**config.mk**
```make
export PLATFORM = sky130hd
export DESIGN_NAME = man_tx_ctrl
export DESIGN_NICKNAME = d
export VERILOG_FILES = /design/src/rtl/man_pkg.sv /design/src/rtl/em_frame_builder.sv /design/src/rtl/man_tx_ctrl.sv
export SDC_FILE = /design/constraint.sdc
export NUM_CORES = 1
export LEC_CHECK = 0
export CORE_MARGIN = 2
export CORE_UTILIZATION = 31
export CTS_CLUSTER_SIZE = 24
export DETAILED_ROUTE_END_ITERATION = 7
export MAX_ROUTING_LAYER = met4
export PLACE_DENSITY = 0.57
export SYNTH_ARGS = -nofsm -noshare
export SYNTH_HDL_FRONTEND = slang
export SYNTH_SLANG_ARGS = --single-unit
```
**constraint.sdc**
```tcl
create_clock -name clk -period 2.6 [get_ports clk]
set_input_delay 0.39 -clock clk [delete_from_list [all_inputs] [get_ports clk]]
set_output_delay 0.39 -clock clk [all_outputs]
set_load 0.02 [all_outputs]
```
**src/rtl/man_pkg.sv**
```systemverilog
// Shared constants for the EM4100-style Manchester transmit path.
// Frame geometry and transmit sequencer state encodings.
package man_pkg;

   localparam int FRAME_LEN = 64;
   localparam int HDR_LEN   = 9;
   localparam int ID_LEN    = 40;
   localparam int ROWS      = 10;

   localparam logic [1:0] ST_IDLE = 2'd0;
   localparam logic [1:0] ST_LOAD = 2'd1;
   localparam logic [1:0] ST_SEND = 2'd2;
   localparam logic [1:0] ST_DONE = 2'd3;

endpackage

```
**src/rtl/em_frame_builder.sv**
```systemverilog
// Combinational EM4100 frame assembly from a 40-bit tag ID.
// Header ones, per-row even parity, column parity, stop bit.
module em_frame_builder
   import man_pkg::*;
(
   input  logic [ID_LEN-1:0]    in_id,
   output logic [FRAME_LEN-1:0] out_frame
);

   logic [3:0] w_nib;
   logic [3:0] w_col;

   // Lay out header, ten parity-protected rows, column parity, stop
   always_comb begin
      w_nib     = '0;
      w_col     = '0;
      out_frame = '0;
      out_frame[FRAME_LEN-1 -: HDR_LEN] = '1;
      for (int r = 0; r < ROWS; r++) begin
         w_nib = in_id[ID_LEN-1-4*r -: 4];
         out_frame[54-5*r -: 5] = {w_nib, ^w_nib};
         w_col = w_col ^ w_nib;
      end
      out_frame[4:1] = w_col;
      out_frame[0]   = 1'b0;
   end

endmodule

```
**src/rtl/man_tx_ctrl.sv**
```systemverilog
// Frame sequencer feeding the Manchester encoder.
// Latches an ID, builds the frame, shifts it out one bit per BIT_DIV clocks.
module man_tx_ctrl
   import man_pkg::*;
#(
   parameter int BIT_DIV = 64
)(
   input  logic        clk,
   input  logic        in_rst_n,
   input  logic        in_start,
   input  logic        in_abort,
   input  logic        in_repeat,
   input  logic [39:0] in_id,
   output logic        out_enc_clk,
   output logic        out_enc_enable,
   output logic        out_enc_data,
   output logic        out_busy,
   output logic        out_done,
   output logic [5:0]  out_bit_idx
);

   localparam int CW = $clog2(BIT_DIV);
   localparam logic [CW-1:0] CNT_MAX  = CW'(BIT_DIV - 1);
   localparam logic [CW-1:0] CNT_HALF = CW'(BIT_DIV / 2);

   logic [1:0]           r_state;
   logic [ID_LEN-1:0]    r_id;
   logic [FRAME_LEN-1:0] r_frame;
   logic [CW-1:0]        r_cnt;
   logic [5:0]           r_idx;

   logic [FRAME_LEN-1:0] w_frame;
   logic                 w_send;
   logic                 w_last;

   em_frame_builder u_builder (
      .in_id     (r_id),
      .out_frame (w_frame)
   );

   assign w_send = (r_state == ST_SEND);
   assign w_last = (r_cnt == CNT_MAX);

   // FSM, bit-period divider and bit index; abort beats repeat/completion
   always_ff @(posedge clk) begin
      if (!in_rst_n) begin
         r_state <= ST_IDLE;
         r_id    <= '0;
         r_frame <= '0;
         r_cnt   <= '0;
         r_idx   <= '0;
      end else if (in_abort && (r_state != ST_IDLE)) begin
         r_state <= ST_IDLE;
         r_cnt   <= '0;
         r_idx   <= '0;
      end else begin
         case (r_state)
            ST_IDLE: begin
               if (in_start) begin
                  r_id    <= in_id;
                  r_state <= ST_LOAD;
               end
            end
            ST_LOAD: begin
               r_frame <= w_frame;
               r_cnt   <= '0;
               r_idx   <= 6'd63;
               r_state <= ST_SEND;
            end
            ST_SEND: begin
               if (w_last) begin
                  r_cnt <= '0;
                  if (r_idx == 6'd0) begin
                     if (in_repeat) r_idx <= 6'd63;
                     else           r_state <= ST_DONE;
                  end else begin
                     r_idx <= r_idx - 6'd1;
                  end
               end else begin
                  r_cnt <= r_cnt + CW'(1);
               end
            end
            ST_DONE: r_state <= ST_IDLE;
            default: r_state <= ST_IDLE;
         endcase
      end
   end

   // Data follows the index, which only moves when cnt returns to 0,
   // so the encoder clock edge at cnt==1 always sees settled data.
   assign out_enc_enable = w_send;
   assign out_enc_data   = w_send & r_frame[r_idx];
   assign out_enc_clk    = w_send && (r_cnt != '0) && (r_cnt <= CNT_HALF);
   assign out_busy       = (r_state == ST_LOAD) || w_send;
   assign out_done       = (r_state == ST_DONE);
   assign out_bit_idx    = r_idx;

endmodule

```
* After elaboration in Yosys (flattened, before gate mapping) *
Index checks and enable logic that the tools add are counted.

operators by class
  add/sub/neg operators = 2
  multiply operators = 0
  divide/modulo/power cells = 0
  order comparisons = 2
  equal/unequal tests = 9
  shift-type cells = 0
  muxes and demuxes = 13
  bitwise operators = 12
  reduce and logical (&&, ||, !) cells = 24

operators with widths
  operator               count
  $reduce_xor A4 Y1      10
  $xor A4 B4 Y4          9
  $mux W6                4
  $pmux W6 S2            2
  $mux W2                4
  $pmux W2 S4            1
  $lt A6 B7 Y1 const B   1
  $add A6 B1 Y6 const B  1
  $bmux W1 S6            1
  $eq A6 B6 Y1 const B   1
  $le A6 B6 Y1 const B   1
  $logic_not A6 Y1       1
  $reduce_and A3 Y1      2
  $reduce_bool A6 Y1     1
  $sub A6 B1 Y6 const B  1
  $eq A2 B2 Y1 const B   2
  $ne A2 B1 Y1 const B   2
  $ne A2 B2 Y1 const B   2
  $reduce_and A4 Y1      1
  $reduce_bool A2 Y1     2
  $logic_and A1 B1 Y1    3
  $ne A3 B3 Y1 const B   1
  $eq A2 B1 Y1 const B   1
  $logic_not A2 Y1       1
  6 further kinds        7

word-level totals
  register bits = 109
  bits in latches = 0
  memory bits (writable) = 0
  bits in read-only memories = 0
  bits of input ports = 45
  output and inout bits = 11
  logic and storage cells = 67
  memories = 0

* Longest topological paths before layout *
Gate-level depths: netlist of the first run.

  depth in word-level cells = 9
  gate-level depth with buffers = 9
  gate-level depth less buffers = 7

* By module *
Synthesis of the first run repeated with hierarchy kept, for this count alone.

unflattened totals
  cell total of the unflattened synthesis = 722
  area, all modules = 6202.2 µm²

modules (own cells, without submodules)
  module            times used  cells each  area each (µm²)  seq. area each (µm²)
  man_tx_ctrl       1           608         5191.2           2362.3
  em_frame_builder  1           114         1011.0           0.0

* Least setup slack after synthesis of the first run *
Ideal clock, no wire load.

  path type = register to output
  from = register r_idx[0], in the netlist out_bit_idx[0]
  to = output out_enc_data
  arrival = 1775 ps
  required time = 2210 ps
  slack = 435 ps
  cell stages (with the launch flop) = 8
  path buffers = 2
  cell sequence = dfxtp_1 > buf_4 > buf_6 > mux4_2 > mux2i_1 > a311oi_1 > o311ai_1 > o21ai_1

between the ends
  longest elaborated chain between the ends = 3

ends and longest elaborated chain
  element                        RTL line           source
  from (decl)                    man_tx_ctrl.sv:30  logic [5:0] r_idx;
  from (signal assigned)         man_tx_ctrl.sv:77  r_idx <= r_idx - 6'd1;
  $bmux W1 S6                    man_tx_ctrl.sv:92  assign out_enc_data = w_send & r_frame[r_idx];
  $mux W1 (not written as such)  man_tx_ctrl.sv:92
  $and A1 B1 Y1                  man_tx_ctrl.sv:92
  to (decl)                      man_tx_ctrl.sv:16  output logic out_enc_data,

No other way between the ends. The select of a mux whose other input is x is not followed.

* Final worst setup path of the first run *
  from = register r_idx[1], in the netlist out_bit_idx[1]
  to = output out_enc_data

Same word-level chain as after synthesis.

==> results of run 1 <==
[critical path: stages, from the launching register on]
cell and delay (ns):
dfxtp_1 0.38, buf_12 0.17, mux4_1 0.56, nand2_1 0.09, nand4b_1 0.09, o311ai_1 0.12, o21ai_1 0.15, buf_4 0.18
[repair_timing]
action,4_1_cts,5_1_grt
pin swaps,0,0
setup endpoints to repair,1,1
gates resized for setup,6,2
cloned,0,0
[Yosys cell counts (4+ instances only)]
| library cell | instances |
|---|---|
| nand2_1 | 192 |
| dfxtp_1 | 109 |
| a21boi_1 | 80 |
| xnor2_1 | 55 |
| clkbuf_1 | 33 |
| o211a_1 | 14 |
| nor2_1 | 12 |
| mux4_2 | 11 |
| a21oi_1 | 9 |
| ha_1 | 9 |
| inv_1 | 6 |
| nor3_1 | 6 |
| xor2_1 | 6 |
| a311oi_1 | 5 |
| nand2b_1 | 5 |
| buf_2 | 4 |
| mux2i_1 | 4 |
| xnor3_1 | 4 |
[kinds of logic after synthesis]
family | after synthesis | synth area share (%)
flops | 109 | 40.50
xor+xnor | 65 | 11.59
simple gates | 234 | 17.84
compound gates | 123 | 17.67
fa+ha+maj | 9 | 2.090
buf+inv | 49 | 3.785
mux | 18 | 6.526
[layout make-up]
class                      instances  area share, %
multi-input combinational        449          46.66
sequential                       109          33.96
timing repair buffer              68          10.40
tap                              225          4.374
clock buffer                      10          3.713
inverter                           8         0.4666
clock inverter                     5         0.4277
[stage by stage]
stage | hold slack [ns] | setup WS, ns | instance area, um^2 | setup TNS [ns]
finish | 0.4513 | 0.1231 | 6436 | 0
global route | 0.4738 | -0.007056 | 6436 | -0.007056
CTS | 0.4519 | 0.06099 | 6430 | 0
detailed placement | 0.4421 | -0.06818 | 6165 | -0.06818
global placement | 0.4427 | -0.03315 | 6165 | -0.03315
floorplan | 0.4303 | 0.4354 | 5388 | 0
[path summary, 6_finish.rpt]
check,startpoint,to,slack (ns),cells after the start
min,r_frame[46],r_frame[46],0.45,2
max,out_bit_idx[1],out_enc_data,0.12,7
max reg2reg,out_bit_idx[0],out_bit_idx[3],0.54,9
min reg2reg,r_frame[46],r_frame[46],0.45,2
[routing by layer]
layer	up-vias	routed length, um
li1	2110	-
met1	1963	6004
met2	84	5726
met3	13	505
met4	0	191
met5	-	0
[state kept, by name (all words and copies together), names as in the netlist]
register	flops
r_frame	55
r_id	40
out_bit_idx	6
r_cnt	6
r_state	2
[placed cells by master, fill, tap and decap left out, types with 3 or more instances in the layout]
cell type        Yosys  final
o211a_1             14     14
dfxtp_1            109    108
clkbuf_16            0      9
nand2_1            192    192
mux2i_1              4      4
clkinv_2             0      4
a21boi_1            80     80
xnor3_1              4      4
nand3_1              3      3
buf_4                2     11
a21oi_1              9      9
xor2_1               6      6
a311oi_1             5      5
nand2b_1             5      5
clkdlybuf4s50_1      0     53
ha_1                 9      9
nor2_1              12     12
inv_1                6      6
xnor2_1             55     55
mux4_2              11     11
nor3_1               6      6
[power by group through the flow]
stage                     clock network, mW  logic [mW]  registers [mW]
after CTS                              1.31        2.72            2.41
after floorplan                           0        2.05            2.30
after global routing                   1.37        2.96            2.46
final                                  1.27        2.68            2.41
after global placement                    0        2.66            2.43
after detailed placement                  0        2.70            2.44
==> impl_metrics.yaml, run 1 <==
global_routing:
  top_usage_layer: "met2"
  grt_util_met1_pct: 19.26
  use_met3_pct: 2.871
  antenna_found_initial: 0
  grt_use_total_pct: 14.58
  grt-ovfl-total: 0
  grt_first_pass_wirelength_um: 20380
  met2_usage_pct: 22.47
  grt_max_degree: 96
  grt_pass1_vias: 3985
synth:
  yosysTopAreaCell: "dfxtp_1"
  synth-seq-cells: 109
  synthDistinctLibCells: 49
  syn_area_mm2: 0.005388
  post_synth.cell_area_avg_um2: 8.876
  synth-async-reset-ratio_pct: 0
  synth_top_area_share_pct: 40.50
  syn_inst: 607
  syn_nets: 661
  ys_warn_count: 0
  ys_seq_area_share_pct: 40.50
  synth_ff_type: "dfxtp_1"
  synth_edf_count: 0
  yosys-top-cells-area: "dfxtp_1, nand2_1, a21boi_1, xnor2_1, mux4_2"
routing:
  vias: 4170
  drtIter0Drc: 253
  totalWireLength_um: 12430
  drtAntennaViolNets: 0
  viasPerCell: 4.771
  drcViolationCount: 0
  dr.pass1.iters: 4
  wl_per_cell_um: 14.22
sta:
  slew_headroom_pct: 45.41
  tightest_slew_ns: 0.8189
  skew_ns: 0.004119
  fmax_mhz: 403.7
  slew_violations: 0
  rsz0062_at_grt: "yes"
  post-route-min-period_ns: 2.477
  setup_viol: 0
  fin_crit_sh_pct: 95.27
  hold_viol: 0
critical_path:
  start_kind: "flop"
  crit_arrival_ns: 2.09
  worstSetupEndpointType: "output port"
  crit_type: "flop to output port"
  required_ns: 2.21
  cp_max_fo: 15
power_and_ir_drop:
  p_seq_share_pct: 37.9
  pwr-share-comb_pct: 42.2
  power.leakage_nw: 2.379
  p_total_mw: 6.353
  p_per_area_mw_per_mm2: 987.1
  switchingPower_mw: 2.393
  p_clk_share_pct: 19.9
  ir_drop_uv: 425.1
  power.internal_mw: 3.960
  p_sw_share_pct: 37.66
flow_run:
  cap_violations: 0
floorplan:
  dieWidth_um: 135.8
  core_mm2: 0.01712
  initial_utilization_pct: 31.48
  rows: 48
  die_h_um: 135.8
  dieArea_mm2: 0.01845
  pin_count: 56
clock_network:
  numClockSinks: 109
  path_clk_slew_ns: 0.07
  cts_buffers: 9
  ctsRootBufferMaster: "clkbuf_16"
  cts_max_path_buffers: 2
  htreeDepth: 3
  clock_latency_ns: 0.35
  post-cts-setup-buffers: 0
  cts_tree: "built"
  ctsHoldBuffers: 0
final_layout:
  final_layout_size_suffix_gt1_share_pct: 7.396
  fill_cells: 1765
  multiInputGateArea_mm2: 0.003003
  area_delta_synth_final_pct: 19.46
  ff_latch_area_mm2: 0.002186
  final_cells: 874
  final_util_pct: 37.60
  diodes: 0
  finalNetCount: 699
min_path:
  hp-class: "flop to flop"
placement:
  hpwl_um: 8826
  gp_congestion: 0.8140
  dp_cells: 859
  io_buffers: 55
outcome:
  outcome: "finished clean"
Note: power is estimated with default switching activity, not from simulation.
==> run 2: changes to the inputs <==
--- a/config.mk
+++ b/config.mk
@@ -5,12 +5,14 @@
 export SDC_FILE = /design/constraint.sdc
 export NUM_CORES = 1
 export LEC_CHECK = 0
+export CELL_PAD_IN_SITES_DETAIL_PLACEMENT = 0
+export CELL_PAD_IN_SITES_GLOBAL_PLACEMENT = 1
 export CORE_MARGIN = 2
 export CORE_UTILIZATION = 31
 export CTS_CLUSTER_SIZE = 24
 export DETAILED_ROUTE_END_ITERATION = 7
 export MAX_ROUTING_LAYER = met4
-export PLACE_DENSITY = 0.57
+export PLACE_DENSITY = 0.68
 export SYNTH_ARGS = -nofsm -noshare
 export SYNTH_HDL_FRONTEND = slang
 export SYNTH_SLANG_ARGS = --single-unit
==> impl_metrics.yaml, run 2 (synthesized netlist as in run 1, its figures left out) <==
floorplan:
  die_h_um: 135.8
  dieArea_mm2: 0.01845
  pin_count: 56
  initial_utilization_pct: 31.48
  core_mm2: 0.01712
  rows: 48
  dieWidth_um: 135.8
global_routing:
  grt_pass1_vias: 4180
  grt_max_degree: 41
  antenna_found_initial: 0
  grt_first_pass_wirelength_um: 21360
  grt_use_total_pct: 15.17
  grt-ovfl-total: 0
final_layout:
  mostFrequentLayoutCell: "nand2_1"
  final_cell_mix: "nand2_1, dfxtp_1, a21boi_1"
  diodes: 0
  ff_latch_area_mm2: 0.002187
  fill_cells: 1764
  top_regs: "r_frame x55, r_id x40"
  largest_reg_flops: 55
  final_cells: 882
  finalNetCount: 706
  finish.instance_area_mm2: 0.006609
  final_layout_size_suffix_gt1_share_pct: 9.437
  area_delta_synth_final_pct: 22.67
  multiInputGateArea_mm2: 0.003037
  final_util_pct: 38.61
  top_register: "r_frame"
placement:
  io_buffers: 55
  dp_cells: 863
  gp_congestion: 0.8426
  hpwl_um: 9280
  place_area_mm2: 0.006182
clock_network:
  ctsRootBufferMaster: "clkbuf_16"
  ctsHoldBuffers: 0
  htreeDepth: 3
  numClockSinks: 109
  path_clk_slew_ns: 0.07
  clock_latency_ns: 0.35
  cts_tree: "built"
  cts_buffers: 9
  cts_max_path_buffers: 2
critical_path:
  slowest_stage: "mux4_2"
  start_kind: "flop"
  required_ns: 2.21
  path_depth: 7
  cp_slowest_stage_delay_ns: 0.50
  cp_max_fo: 5
  crit_end: "out_enc_data"
  worstSetupEndpointType: "output port"
  cpLargestDelayFamily: "multiplexers"
  worst-path-buf-inv: 2
  worstSetupStartpoint: "out_bit_idx[0]"
  crit_arrival_ns: 2.12
  r2r_start: "r_cnt[0]"
  ff2ff_setup_slack_ns: 0.56
  reg2regPathDepth: 6
  worstReg2RegEnd: "out_bit_idx[1]"
  crit_chain: "buf_8 > mux4_2 > mux2i_1 > a311oi_1 > o311ai_2 > o21ai_2 > buf_6"
  crit_type: "flop to output port"
power_and_ir_drop:
  power.leakage_nw: 2.455
  p_sw_share_pct: 36.48
  pwr-share-comb_pct: 41.3
  switchingPower_mw: 2.480
  p_total_mw: 6.797
  power.internal_mw: 4.317
  ir_drop_uv: 469.6
  p_per_area_mw_per_mm2: 1028
  p_seq_share_pct: 35.2
  p_clk_share_pct: 23.5
routing:
  viasPerCell: 4.778
  vias: 4214
  wl_per_cell_um: 14.57
  drtIter0Drc: 139
  drcViolationCount: 0
  dr.pass1.iters: 6
  drtAntennaViolNets: 0
  totalWireLength_um: 12850
sta:
  setup_viol: 0
  tightest_slew_ns: 0.5271
  skew_ns: 0.008661
  fmax_mhz: 398.8
  hold_viol: 0
  slew_violations: 0
  slew_headroom_pct: 64.81
  post-route-min-period_ns: 2.507
  rsz0062_at_grt: "yes"
  fin_crit_sh_pct: 96.44
outcome:
  outcome: "finished clean"
min_path:
  hp-class: "input port to flop"
flow_run:
  cap_violations: 0
==> run 2: cell count changes in the layout (fill, tap and decap cells not counted), sizes merged <==
cell    delta
inv        +1
bufinv     +3
clkinv     -4
clkbuf     +1
buf        +7
==> run 2: worst min-delay path by stage <==
stage	from	end	slack, ns	cells after the start
2_1_floorplan	r_frame[18]	r_frame[18]	0.43	2
3_3_place_gp	r_frame[42]	r_frame[42]	0.45	2
3_5_place_dp	r_frame[47]	r_frame[47]	0.45	2
4_1_cts	in_rst_n	r_frame[55]	0.44	2
5_1_grt	in_rst_n	r_frame[55]	0.46	2
6_report	in_rst_n	r_frame[55]	0.44	2
==> run 2: final cells by class <==
type,count,share of cell area [%]
sequential,109,33.09
clock buffer,11,3.673
tap,225,4.260
timing repair buffer,75,10.96
inverter,8,0.4544
multi-input combinational,449,45.95
clock inverter,5,1.609
==> run 2: power by group through the flow <==
| stage | sequential [mW] | clock (mW) | combinational [mW] |
|---|---|---|---|
| after CTS | 2.39 | 1.64 | 2.78 |
| final | 2.39 | 1.59 | 2.81 |
| after detailed placement | 2.42 | 0 | 2.76 |
| after floorplan | 2.30 | 0 | 2.05 |
| after global routing | 2.45 | 1.71 | 3.10 |
| after global placement | 2.41 | 0 | 2.70 |
==> run 2: timing repair <==
action	4_1_cts	5_1_grt
endpoints found under the setup margin	1	2
pin swaps	0	3
resized for setup	7	12
setup buffers	0	3
==> run 2: per-layer routing <==
| metal | vias up | GRT usage [%] | wire length (um) |
|---|---|---|---|
| met3 | 17 | 2.312 | 394 |
| met4 | 0 | 6.192 | 273 |
| met2 | 67 | 24.13 | 5904 |
| li1 | 2128 | - | - |
| met1 | 2002 | 19.36 | 6277 |
| met5 | - | - | 0 |
==> run 2: worst reg2reg max path, delay by kind of cell (launching register included) <==
kind / cells / cell delay [ns]
flops: 1 / 0.39
fa+ha+maj: 1 / 0.23
simple gates: 2 / 0.19
compound gates: 3 / 1.12
==> run 2: per-stage QoR <==
stage	hold WS (ns)	setup WS (ns)	TNS, ns
after floorplan	0.4303	0.4354	0
after global placement	0.4476	-0.09912	-0.09912
after detailed placement	0.4466	-0.1576	-0.1576
after CTS	0.4396	0.006584	0
after global routing	0.4592	-0.007087	-0.007087
final	0.4441	0.09258	0
